===== src/rtl/regfile_pkg.sv =====
// Types and constants shared by the writeback arbiter and the 32x64 register file.
package regfile_pkg;

  localparam int NUM_REGS = 32;
  localparam int DATA_W   = 64;
  localparam int ADDR_W   = $clog2(NUM_REGS);
  localparam int NUM_SRC  = 3;

  localparam logic [ADDR_W-1:0] ZERO_REG = '0;

  typedef struct packed {
    logic [ADDR_W-1:0] addr;
    logic [DATA_W-1:0] data;
  } wb_req_t;

endpackage


===== src/rtl/regfile_wb_arbiter_if.sv =====
// Producer-side valid/ready channels and the two register-file write ports.
interface regfile_wb_arbiter_if;
  import regfile_pkg::*;

  logic              src1_valid, src2_valid, src3_valid;
  logic [ADDR_W-1:0] src1_addr,  src2_addr,  src3_addr;
  logic [DATA_W-1:0] src1_data,  src2_data,  src3_data;
  logic              src1_ready, src2_ready, src3_ready;
  logic [ADDR_W-1:0] write_port_1, write_port_2;
  logic [DATA_W-1:0] write_data_1, write_data_2;

  modport slave (
    input  src1_valid, src2_valid, src3_valid,
    input  src1_addr,  src2_addr,  src3_addr,
    input  src1_data,  src2_data,  src3_data,
    output src1_ready, src2_ready, src3_ready,
    output write_port_1, write_port_2, write_data_1, write_data_2
  );

  modport master (
    output src1_valid, src2_valid, src3_valid,
    output src1_addr,  src2_addr,  src3_addr,
    output src1_data,  src2_data,  src3_data,
    input  src1_ready, src2_ready, src3_ready,
    input  write_port_1, write_port_2, write_data_1, write_data_2
  );

endinterface


===== src/rtl/wb_fifo2.sv =====
// Two-entry FIFO of writeback requests; push and pop together are legal when full.
module wb_fifo2
  import regfile_pkg::*;
(
  input  logic       clk,
  input  logic       reset,
  input  logic       i_push,
  input  logic       i_pop,
  input  wb_req_t    i_din,
  output wb_req_t    o_head,
  output logic [1:0] o_count
);

  wb_req_t    r_mem [2];
  logic       r_rd_ptr;
  logic [1:0] r_count;
  logic       w_do_pop, w_do_push, w_wr_ptr;

  assign w_do_pop  = i_pop && (r_count != 2'd0);
  assign w_do_push = i_push && ((r_count != 2'd2) || w_do_pop);
  // When full, the write slot is the one being popped this same edge.
  assign w_wr_ptr  = r_rd_ptr ^ (r_count == 2'd1);

  always_ff @(posedge clk) begin
    if (reset) begin
      r_rd_ptr <= 1'b0;
      r_count  <= 2'd0;
    end else begin
      if (w_do_pop) r_rd_ptr <= ~r_rd_ptr;
      case ({w_do_push, w_do_pop})
        2'b10:   r_count <= r_count + 2'd1;
        2'b01:   r_count <= r_count - 2'd1;
        default: r_count <= r_count;
      endcase
    end
  end

  // NOTE: storage is deliberately not reset; r_count alone says which entries are live.
  always_ff @(posedge clk) begin
    if (w_do_push) r_mem[w_wr_ptr] <= i_din;
  end

  assign o_head  = r_mem[r_rd_ptr];
  assign o_count = r_count;

endmodule


===== src/rtl/regfile_wb_arbiter.sv =====
// Three-producer writeback arbiter feeding two register-file write ports.
// Optional stall counter port enabled by defining WB_STALL_CNT_EN.
module regfile_wb_arbiter
  import regfile_pkg::*;
#(
  parameter int AGE_LIMIT = 8
) (
  input  logic                 clk,
  input  logic                 reset,
  regfile_wb_arbiter_if.slave  wb
`ifdef WB_STALL_CNT_EN
  ,
  output logic [31:0]          stall_count
`endif
);

  localparam int AGE_W = 4;

  logic [NUM_SRC-1:0] w_valid, w_ready, w_push, w_head_valid, w_urgent, w_grant;
  wb_req_t            w_din   [NUM_SRC];
  wb_req_t            w_head  [NUM_SRC];
  logic [1:0]         w_count [NUM_SRC];

  logic               w_g1_vld, w_g2_vld;
  logic [1:0]         w_g1_idx, w_g2_idx;

  logic [ADDR_W-1:0]  r_wp1, r_wp2;
  logic [DATA_W-1:0]  r_wd1, r_wd2;

  assign w_valid = {wb.src3_valid, wb.src2_valid, wb.src1_valid};
  assign w_din[0] = {wb.src1_addr, wb.src1_data};
  assign w_din[1] = {wb.src2_addr, wb.src2_data};
  assign w_din[2] = {wb.src3_addr, wb.src3_data};

  assign wb.src1_ready = w_ready[0];
  assign wb.src2_ready = w_ready[1];
  assign wb.src3_ready = w_ready[2];

  for (genvar i = 0; i < NUM_SRC; i++) begin : g_src
    logic [AGE_W-1:0] r_age;

    assign w_ready[i]      = !reset && (w_count[i] != 2'd2);
    // Writes to r0 complete the handshake but never enter the queue.
    assign w_push[i]       = w_valid[i] && w_ready[i] && (w_din[i].addr != ZERO_REG);
    assign w_head_valid[i] = (w_count[i] != 2'd0);
    assign w_urgent[i]     = w_head_valid[i] && (r_age == AGE_W'(AGE_LIMIT));

    wb_fifo2 u_fifo (
      .clk     (clk),
      .reset   (reset),
      .i_push  (w_push[i]),
      .i_pop   (w_grant[i]),
      .i_din   (w_din[i]),
      .o_head  (w_head[i]),
      .o_count (w_count[i])
    );

    always_ff @(posedge clk) begin
      if (reset || !w_head_valid[i] || w_grant[i]) r_age <= '0;
      else if (r_age != AGE_W'(AGE_LIMIT))        r_age <= r_age + 1'b1;
    end
  end

  // Pass 0 scans urgent heads, pass 1 the rest; lower source number wins within a pass.
  always_comb begin
    // NOTE: blocking assignments here build a priority chain; every output gets a default first.
    w_g1_vld = 1'b0;
    w_g1_idx = 2'd0;
    w_g2_vld = 1'b0;
    w_g2_idx = 2'd0;
    w_grant  = '0;
    for (int p = 0; p < 2; p++) begin
      for (int i = 0; i < NUM_SRC; i++) begin
        if (!w_g1_vld && w_head_valid[i] && (w_urgent[i] == (p == 0))) begin
          w_g1_vld = 1'b1;
          w_g1_idx = 2'(i);
        end
      end
    end
    for (int p = 0; p < 2; p++) begin
      for (int i = 0; i < NUM_SRC; i++) begin
        if (w_g1_vld && !w_g2_vld && w_head_valid[i] && (w_urgent[i] == (p == 0)) &&
            (2'(i) != w_g1_idx) && (w_head[i].addr != w_head[w_g1_idx].addr)) begin
          w_g2_vld = 1'b1;
          w_g2_idx = 2'(i);
        end
      end
    end
    if (w_g1_vld) w_grant[w_g1_idx] = 1'b1;
    if (w_g2_vld) w_grant[w_g2_idx] = 1'b1;
  end

  always_ff @(posedge clk) begin
    if (reset) begin
      r_wp1 <= ZERO_REG;
      r_wd1 <= '0;
      r_wp2 <= ZERO_REG;
      r_wd2 <= '0;
    end else begin
      r_wp1 <= w_g1_vld ? w_head[w_g1_idx].addr : ZERO_REG;
      r_wd1 <= w_g1_vld ? w_head[w_g1_idx].data : '0;
      r_wp2 <= w_g2_vld ? w_head[w_g2_idx].addr : ZERO_REG;
      r_wd2 <= w_g2_vld ? w_head[w_g2_idx].data : '0;
    end
  end

  assign wb.write_port_1 = r_wp1;
  assign wb.write_data_1 = r_wd1;
  assign wb.write_port_2 = r_wp2;
  assign wb.write_data_2 = r_wd2;

`ifdef WB_STALL_CNT_EN
  logic [31:0] r_stall;

  always_ff @(posedge clk) begin
    if (reset) r_stall <= '0;
    else if (((w_head_valid & ~w_grant) != '0) && (r_stall != '1)) r_stall <= r_stall + 32'd1;
  end

  assign stall_count = r_stall;
`endif

endmodule


===== src/flat_wrapper.sv =====
// flat-port wrapper written by rule: the top's interface ports become plain ports
module regfile_wb_arbiter_flat import regfile_pkg::*;
#(
  parameter int AGE_LIMIT = 8
)
  (clk, reset, wb_src1_valid, wb_src2_valid, wb_src3_valid, wb_src1_addr, wb_src2_addr, wb_src3_addr, wb_src1_data, wb_src2_data, wb_src3_data, wb_src1_ready, wb_src2_ready, wb_src3_ready, wb_write_port_1, wb_write_port_2, wb_write_data_1, wb_write_data_2);
  regfile_wb_arbiter_if wb_i ();
  input  logic clk;
  input  logic reset;
  input wire logic [$bits(wb_i.src1_valid)-1:0] wb_src1_valid;
  input wire logic [$bits(wb_i.src2_valid)-1:0] wb_src2_valid;
  input wire logic [$bits(wb_i.src3_valid)-1:0] wb_src3_valid;
  input wire logic [$bits(wb_i.src1_addr)-1:0] wb_src1_addr;
  input wire logic [$bits(wb_i.src2_addr)-1:0] wb_src2_addr;
  input wire logic [$bits(wb_i.src3_addr)-1:0] wb_src3_addr;
  input wire logic [$bits(wb_i.src1_data)-1:0] wb_src1_data;
  input wire logic [$bits(wb_i.src2_data)-1:0] wb_src2_data;
  input wire logic [$bits(wb_i.src3_data)-1:0] wb_src3_data;
  output wire logic [$bits(wb_i.src1_ready)-1:0] wb_src1_ready;
  output wire logic [$bits(wb_i.src2_ready)-1:0] wb_src2_ready;
  output wire logic [$bits(wb_i.src3_ready)-1:0] wb_src3_ready;
  output wire logic [$bits(wb_i.write_port_1)-1:0] wb_write_port_1;
  output wire logic [$bits(wb_i.write_port_2)-1:0] wb_write_port_2;
  output wire logic [$bits(wb_i.write_data_1)-1:0] wb_write_data_1;
  output wire logic [$bits(wb_i.write_data_2)-1:0] wb_write_data_2;
  assign wb_i.src1_valid = wb_src1_valid;
  assign wb_i.src2_valid = wb_src2_valid;
  assign wb_i.src3_valid = wb_src3_valid;
  assign wb_i.src1_addr = wb_src1_addr;
  assign wb_i.src2_addr = wb_src2_addr;
  assign wb_i.src3_addr = wb_src3_addr;
  assign wb_i.src1_data = wb_src1_data;
  assign wb_i.src2_data = wb_src2_data;
  assign wb_i.src3_data = wb_src3_data;
  assign wb_src1_ready = wb_i.src1_ready;
  assign wb_src2_ready = wb_i.src2_ready;
  assign wb_src3_ready = wb_i.src3_ready;
  assign wb_write_port_1 = wb_i.write_port_1;
  assign wb_write_port_2 = wb_i.write_port_2;
  assign wb_write_data_1 = wb_i.write_data_1;
  assign wb_write_data_2 = wb_i.write_data_2;
  regfile_wb_arbiter #(.AGE_LIMIT(AGE_LIMIT)) u_core (.clk(clk), .reset(reset), .wb(wb_i));
endmodule

===== config.mk =====
export PLATFORM = sky130hd
export DESIGN_NAME = regfile_wb_arbiter_flat
export DESIGN_NICKNAME = d
export VERILOG_FILES = /design/src/rtl/regfile_pkg.sv /design/src/rtl/regfile_wb_arbiter_if.sv /design/src/rtl/wb_fifo2.sv /design/src/rtl/regfile_wb_arbiter.sv /design/src/flat_wrapper.sv
export SDC_FILE = /design/constraint.sdc
export NUM_CORES = 1
export LEC_CHECK = 0
export ABC_AREA = 0
export BUFFER_PORTS_ARGS = -buffer_cell sky130_fd_sc_hd__buf_2
export CORE_ASPECT_RATIO = 0.7
export CORE_MARGIN = 10
export CORE_UTILIZATION = 30
export CTS_BUF_LIST = sky130_fd_sc_hd__clkbuf_16
export CTS_CLUSTER_DIAMETER = 150
export CTS_CLUSTER_SIZE = 28
export DETAILED_ROUTE_END_ITERATION = 8
export GPL_ROUTABILITY_DRIVEN = 1
export GPL_TIMING_DRIVEN = 0
export REMOVE_ABC_BUFFERS = 1
export SKIP_CTS_REPAIR_TIMING = 1
export SLEW_MARGIN = 20
export SYNTH_ARGS = -nofsm -noshare
export SYNTH_HDL_FRONTEND = slang
export SYNTH_SLANG_ARGS = --single-unit

===== constraint.sdc =====
create_clock -name clk -period 6.94 [get_ports clk]
set_input_delay 1.041 -clock clk [delete_from_list [all_inputs] [get_ports clk]]
set_output_delay 1.041 -clock clk [all_outputs]
set_load 0.01 [all_outputs]

# Word level (Yosys, flattened, before mapping)
# Memory sizes are Yosys's and may differ from the RTL's. A register that Yosys moved wholly into a read port is not among the register bits.
# Cells that the tools add are included.
[word_totals]
reg_bits = 159
ramBits = 414
inputBits = 212
output_inout_bits = 141
elab_cells = 212
mem_count = 3
[op_classes]
addsub = 9
magnitude_cmp = 6
n_eq_ne = 23
n_mux = 49
n_bitwise = 14
reduce_logical = 95
[mem_list]
columns = ["memory", "depth", "word_bits", "rd", "rd_clocked_by_memory_dff", "wr", "line", "source"]
rows = [
  ["u_core.g_src[0].u_fifo.r_mem", 2, 69, 1, 1, 1, "wb_fifo2.sv:14", "wb_req_t r_mem [2];"],
  ["u_core.g_src[1].u_fifo.r_mem", 2, 69, 1, 1, 1, "wb_fifo2.sv:14", ""],
  ["u_core.g_src[2].u_fifo.r_mem", 2, 69, 1, 1, 1, "wb_fifo2.sv:14", ""],
]
[op_table]
columns = ["op", "n"]
rows = [
  ["$bmux 69 s2", 2],
  ["$mux 69", 4],
  ["$logic_and 1x1->1", 60],
  ["$mux 1", 28],
  ["$mux 2", 8],
  ["$ne 5x5->1", 3],
  ["$reduce_bool 5->1", 3],
  ["$logic_not 1->1", 14],
  ["$reduce_bool 2->1", 7],
  ["$add 4x1->4 const B", 3],
  ["$eq 2x1->1 const B", 6],
  ["$eq 4x4->1 const B", 3],
  ["$ne 4x4->1 const B", 3],
  ["$pmux 2 s2", 3],
  ["$logic_or 1x1->1", 9],
  ["$not 1->1", 8],
  ["$add 2x1->2 const B", 3],
  ["$eq 2x2->1 const B", 3],
  ["$ge 3x3->1 const B", 2],
  ["$lt 2x3->1 const B", 2],
  ["$mux 3", 2],
  ["$ne 2x2->1 const B", 3],
  ["$not 2->3", 2],
  ["$sub 2x1->2 const B", 3],
  ["7 further kinds", 12],
]

# Depth between registers and ports, before layout
[logic_depth]
depth_word = 77
mapped_depth = 16
mapped_depth_nobuf = 13

# Hierarchy
# From an unflattened synthesis, not the netlist that was laid out.
[hier_totals]
hier_cells = 1670
area_unflattened_um2 = 23196.0
[modules_own_cells]
columns = ["mod", "n_inst", "cells_each", "area_per_inst_um2", "seq_area_each_um2"]
rows = [
  ["wb_fifo2", 3, 245, 5252.5, 4224.1],
  ["regfile_wb_arbiter", 1, 935, 7438.4, 3002.9],
]

# Least setup slack after synthesis
# No wires, ideal clock.
[synth_path]
path_type = "in2reg"
startpoint = "in reset"
endpoint = "mem u_core.g_src[0].u_fifo.r_mem[0][0] (netlist bit), enable pin"
setup_time_ps = 503
arrival_ps = 4890
required_ps = 6437
slack_ps = 1546
path_stages = 5
n_path_buf = 2
path_cell_list = "clkbuf_1 -> clkbuf_1 -> nor2_1 -> o211ai_1 -> nor2b_1"
[synth_between]
elab_chain_len = 7
[synth_lines]
columns = ["element", "line", "source"]
rows = [
  ["from (decl)", "flat_wrapper.sv:9", "input logic reset;"],
  ["$logic_not 1->1", "regfile_wb_arbiter.sv:42", "assign w_ready[i] = !reset && (w_count[i] != 2'd2);"],
  ["$logic_and 1x1->1", "regfile_wb_arbiter.sv:42", ""],
  ["named net wb_src1_ready", "flat_wrapper.sv:19", "output wire logic [$bits(wb_i.src1_ready)-1:0] wb_src1_ready;"],
  ["$logic_and 1x1->1 (2 in series)", "regfile_wb_arbiter.sv:44", "assign w_push[i] = w_valid[i] && w_ready[i] && (w_din[i].addr != ZERO_REG);"],
  ["$logic_and 1x1->1", "wb_fifo2.sv:20", "assign w_do_push = i_push && ((r_count != 2'd2) || w_do_pop);"],
  ["$mux 1", "wb_fifo2.sv:40", "if (w_do_push) r_mem[w_wr_ptr] <= i_din;"],
  ["$mux 1 (implied by the code)", "wb_fifo2.sv:40", ""],
  ["to (decl)", "wb_fifo2.sv:14", ""],
]
# The timed path passes the listed nets, and every way through them passes these cells.

# Worst setup path after layout
[layout_path]
startpoint = "reg u_core.g_src[0].u_fifo.r_count[0]"
endpoint = "reg u_core.r_wd2[26], in the netlist u_core.wb.write_data_2[26]"
[layout_between]
elab_chain_len = 70
elab_cells_between_ends = 91
classes_between = "eq/ne (5); mux (28); bitwise (4); reduce/logical (54)"
[layout_lines]
columns = ["element", "line", "source"]
rows = [
  ["from (decl)", "wb_fifo2.sv:16", "logic [1:0] r_count;"],
  ["from (signal assigned)", "wb_fifo2.sv:31", "2'b10: r_count <= r_count + 2'd1;"],
  ["from (signal assigned)", "wb_fifo2.sv:32", "2'b01: r_count <= r_count - 2'd1;"],
  ["from (signal assigned)", "wb_fifo2.sv:33", "default: r_count <= r_count;"],
  ["$reduce_bool 2->1 (*)", "regfile_wb_arbiter.sv:45", "assign w_head_valid[i] = (w_count[i] != 2'd0);"],
  ["$logic_and 1x1->1", "regfile_wb_arbiter.sv:46", "assign w_urgent[i] = w_head_valid[i] && (r_age == AGE_W'(AGE_LIMIT));"],
  ["$logic_and 1x1->1", "regfile_wb_arbiter.sv:74", "if (!w_g1_vld && w_head_valid[i] && (w_urgent[i] == (p == 0))) begin"],
  ["$mux 1", "regfile_wb_arbiter.sv:74", ""],
  ["$logic_not 1->1", "regfile_wb_arbiter.sv:74", ""],
  ["$logic_and 1x1->1 (2 in series)", "regfile_wb_arbiter.sv:74", ""],
  ["$mux 1", "regfile_wb_arbiter.sv:74", ""],
  ["$logic_not 1->1", "regfile_wb_arbiter.sv:74", ""],
  ["[49 not listed]", "n/a", ""],
  ["$mux 1", "regfile_wb_arbiter.sv:82", "if (w_g1_vld && !w_g2_vld && w_head_valid[i] && (w_urgent[i] == (p == 0)) &&"],
  ["$logic_not 1->1", "regfile_wb_arbiter.sv:82", ""],
  ["$logic_and 1x1->1 (4 in series)", "regfile_wb_arbiter.sv:82", ""],
  ["$logic_and 1x1->1", "regfile_wb_arbiter.sv:83", "(2'(i) != w_g1_idx) && (w_head[i].addr != w_head[w_g1_idx].addr)) begin"],
  ["$mux 2", "regfile_wb_arbiter.sv:82", ""],
  ["$not 2->3 (implied by the code)", "regfile_wb_arbiter.sv:103", "r_wd2 <= w_g2_vld ? w_head[w_g2_idx].data : '0;"],
  ["$bmux 69 s2", "regfile_wb_arbiter.sv:103", ""],
  ["$mux 69 (2 in series)", "n/a", ""],
  ["to (signal assigned)", "regfile_wb_arbiter.sv:103", ""],
  ["to (decl)", "regfile_wb_arbiter.sv:28", "logic [DATA_W-1:0] r_wd1, r_wd2;"],
]
# Every way passes the cells marked *; elsewhere a longest branch is shown, timed or not. The select of a mux whose other input is x is not followed.
# A chain may end at the register's enable or synchronous reset.

==> impl_metrics.tcl <==
set metrics [dict create \
    tightestPinTransition_ns 0.8201 \
    clk_path_buf_depth 3 \
    viasPerCell 5.131 \
    floorplan.die.width_um 348.8 \
    result_of_the_run "completed" \
    routed_wirelength_um 69210 \
    max-vdd-ir-drop_mv 0.1998 \
    unrepaired_setup_endpoints_after_global_routing "false" \
    globalRouteTotalUtil_pct 15.06 \
    final-setup-viol-count 0 \
    die_area_mm2 0.08726 \
    syn_area_per_cell_um2 15.08 \
    fin_nets 2073 \
    synth.yosys.warnings 0 \
    drt_first_pass_iters 5 \
    finalWorstPathRequiredPeriod_ns 4.209 \
    core_area_mm2 0.07504 \
    globalplace.congestion 0.7700 \
    finalClockSkew_ns 0.03941 \
    vias 14650 \
    first_global_vias 15266 \
    layout-area-overhead-vs-synth_pct 19.96 \
    rrSetupSlack_ns 2.73 \
    cts_max_level 1 \
    synthTopCellsByArea "edfxtp_1, dfxtp_1, mux2_2" \
    post_synth_num_cell_types 65 \
    io-pin-count 353 \
    crit_type "reg -> reg" \
    post-synth-top-area-fraction_pct 54.76 \
    worst_setup_path_start_kind "flip-flop" \
    antenna_violating_nets_post_route 0 \
    drt-initial-drc-count 1349 \
    timing.final.ws_setup_ns 2.731 \
    worstSetupEndpointType "flip-flop" \
    arrival_ns 4.72 \
    hpwlAfterDp_um 48490 \
    ys_async_sr_fraction_pct 0 \
    syn-cell-area_mm2 0.02270 \
    numPortBuffers 352 \
    clk-insertion-delay-late_ns 0.63 \
    worstPathMaxFanout 38 \
    data_required_time_at_the_worst_endpoint_ns 7.45 \
    initial_antenna_violation_count 15 \
    synth_enable_flop_cells 414 \
    routed_wire_per_std_cell_um 24.24 \
    terminus_of_the_critical_flop_to_flop_path "u_core.wb.write_data_2[26]" \
    post_route_cells_drive_above_1_share_pct 34.55 \
    timing.rr.start "u_core.g_src[0].u_fifo.o_count[0]" \
    grt_remaining_overflow 0 \
    synth_top_area_cell "edfxtp_1" \
    pre_cts_setup_slack_ns 2.785 \
    min_delay_path_depth 2 \
    clock.fmax_mhz 237.6 \
    rows 84 \
    min-delay-start "u_core.g_src[1].r_age[1]" \
    synth_ff_type "edfxtp_1" \
    layout.cells.most_common "edfxtp_1" \
    cts_sinks 576 \
    cap_violations 0 \
    synth_seq_area_share_pct 69.04 \
    postSynthRegisterBits 576 \
    tritoncts "built" \
    path_clk_slew_ns 0.11 \
    layout_common_cells "edfxtp_1, buf_2, nor2_1" \
    first_pass_grt_wire_length_um 99970 \
    p_total_w 0.01117 \
    power.density_mw_per_mm2 410.3 \
    worst_hold_path_type "reg -> reg" \
    min_to "u_core.g_src[1].r_age[1]" \
    slew_viol_final 0 \
    static-leakage-power_nw 10.28 \
    hold_viol 0 \
    n_fill_cell 7116 \
    slew_headroom_pct 45.09 \
    drc_viols 0 \
    cells_after_synthesis 1506 \
    grt_start_max_net_pins 54 \
    holdWs_ns 0.5552 \
    die_h_um 250.2 \
    worstRegToRegCells 11 \
    floorplan.initialDensity_pct 30.25 \
    clock-root-buffer "clkbuf_16" \
    post-route-period-util_pct 60.64 \
    cts_made_buffers 24 \
]
==> state kept, by name, summed over array words and instances (netlist names), named ones only <==
name / count
u_core.g_src.u_fifo.r_mem: 414
u_core.wb.write_data_1: 64
u_core.wb.write_data_2: 64
u_core.g_src.r_age: 12
u_core.g_src.u_fifo.o_count: 6
u_core.wb.write_port_1: 5
u_core.wb.write_port_2: 5
u_core.g_src.u_fifo.r_rd_ptr: 3
==> cell type report <==
cell class,instances,area [µm²],share of cell area [%]
multi-input combinational,814,6570,24.12
antenna,5,12.51,0.04594
clock buffer,24,600.6,2.205
timing repair buffer,407,2939,10.79
sequential,576,15690,57.60
inverter,20,75.07,0.2756
tap,989,1237,4.544
clock inverter,20,113.9,0.4181
==> cells by family after synthesis <==
group,share of synthesized area (%)
AOI/OAI and AO/OA,6.762
xor gates and xnor gates,1.119
adders and majority gates,0.9920
buffers and inverters,2.408
DFF,69.04
muxes,10.38
and+or+nand+nor,9.292
==> synthesized netlist by cell type (2+ instances only) <==
cell	number
nand2_1	20
buf_4	10
o21a_1	2
buf_1	3
edfxtp_1	414
nor4b_2	30
o21ai_1	3
o211ai_1	8
buf_2	17
a21oi_1	10
o21ai_0	2
nor3_1	7
a221oi_1	59
a31oi_1	2
nor2_1	218
mux2i_1	78
nand3_1	15
a221o_1	5
o221a_2	5
nor4_1	12
a211oi_1	5
inv_1	20
nor4b_1	30
nor2_2	8
nand2b_1	4
clkbuf_1	60
nor2b_1	5
mux2i_4	2
mux2_2	131
nand4_1	4
or4_1	4
mux2i_2	3
o21ai_2	2
dfxtp_1	162
a21oi_2	3
ha_1	18
xnor2_1	11
xor2_1	18
a211o_1	66
buf_6	4
buf_8	2
==> power by group <==
| group | switching [W] | leakage, nW | internal, W | total, W |
|---|---|---|---|---|
| registers | 0.000345 | 5.12 | 0.00453 | 0.00487 |
| logic | 0.00270 | 4.75 | 0.00188 | 0.00459 |
| clock network | 0.00107 | 0.410 | 0.000649 | 0.00171 |
==> worst max-delay path, stage by stage (launching register included) <==
cell	delay [ns]
dfxtp_1	0.40
inv_1	0.08
ha_1	0.32
nor4bb_1	0.52
nor2_1	0.19
nand2_2	0.53
nand3_1	0.20
a32oi_2	0.44
a211o_4	0.66
buf_16	0.29
nor2_1	0.08
a211o_1	0.31
==> per-stage QoR <==
stage	instances	instance area [µm²]	setup TNS [ns]	utilization, %
2_1_floorplan	1410	22230	-76.11	-
4_1_cts	2850	27220	0	36.28
3_5_place_dp	2806	26510	0	35.32
6_report	2855	27230	0	36.29
5_1_grt	2852	27230	0	36.28
3_3_place_gp	2751	25230	-2436.87	33.62
==> worst max-delay path by stage <==
stage / from / endpoint / slack [ns] / depth (start not counted)
5_1_grt: u_core.g_src[0].u_fifo.o_count[0] / u_core.g_src[1].u_fifo.o_count[1] / 2.51 / 14
6_report: u_core.g_src[0].u_fifo.o_count[0] / u_core.wb.write_data_2[26] / 2.73 / 11
4_1_cts: u_core.g_src[0].u_fifo.o_count[0] / u_core.wb.write_data_2[26] / 2.79 / 11
3_5_place_dp: flip-flop / u_core.wb.write_data_2[26] / 2.79 / 10
3_3_place_gp: u_core.g_src[2].r_age[0] / u_core.wb.write_port_2[0] / -11.24 / 10
2_1_floorplan: u_core.g_src[2].r_age[0] / u_core.wb.write_port_2[0] / -1.16 / 10
==> metal layers <==
layer	part of all wire (%)	routed length (µm)	track usage, %
met3	9.3	6449	4.728
met5	0.17	117	0
met2	46	31670	24.21
met1	43	29420	19.65
met4	2.2	1546	3.473
No activity file was read; power rests on OpenSTA's default activity.
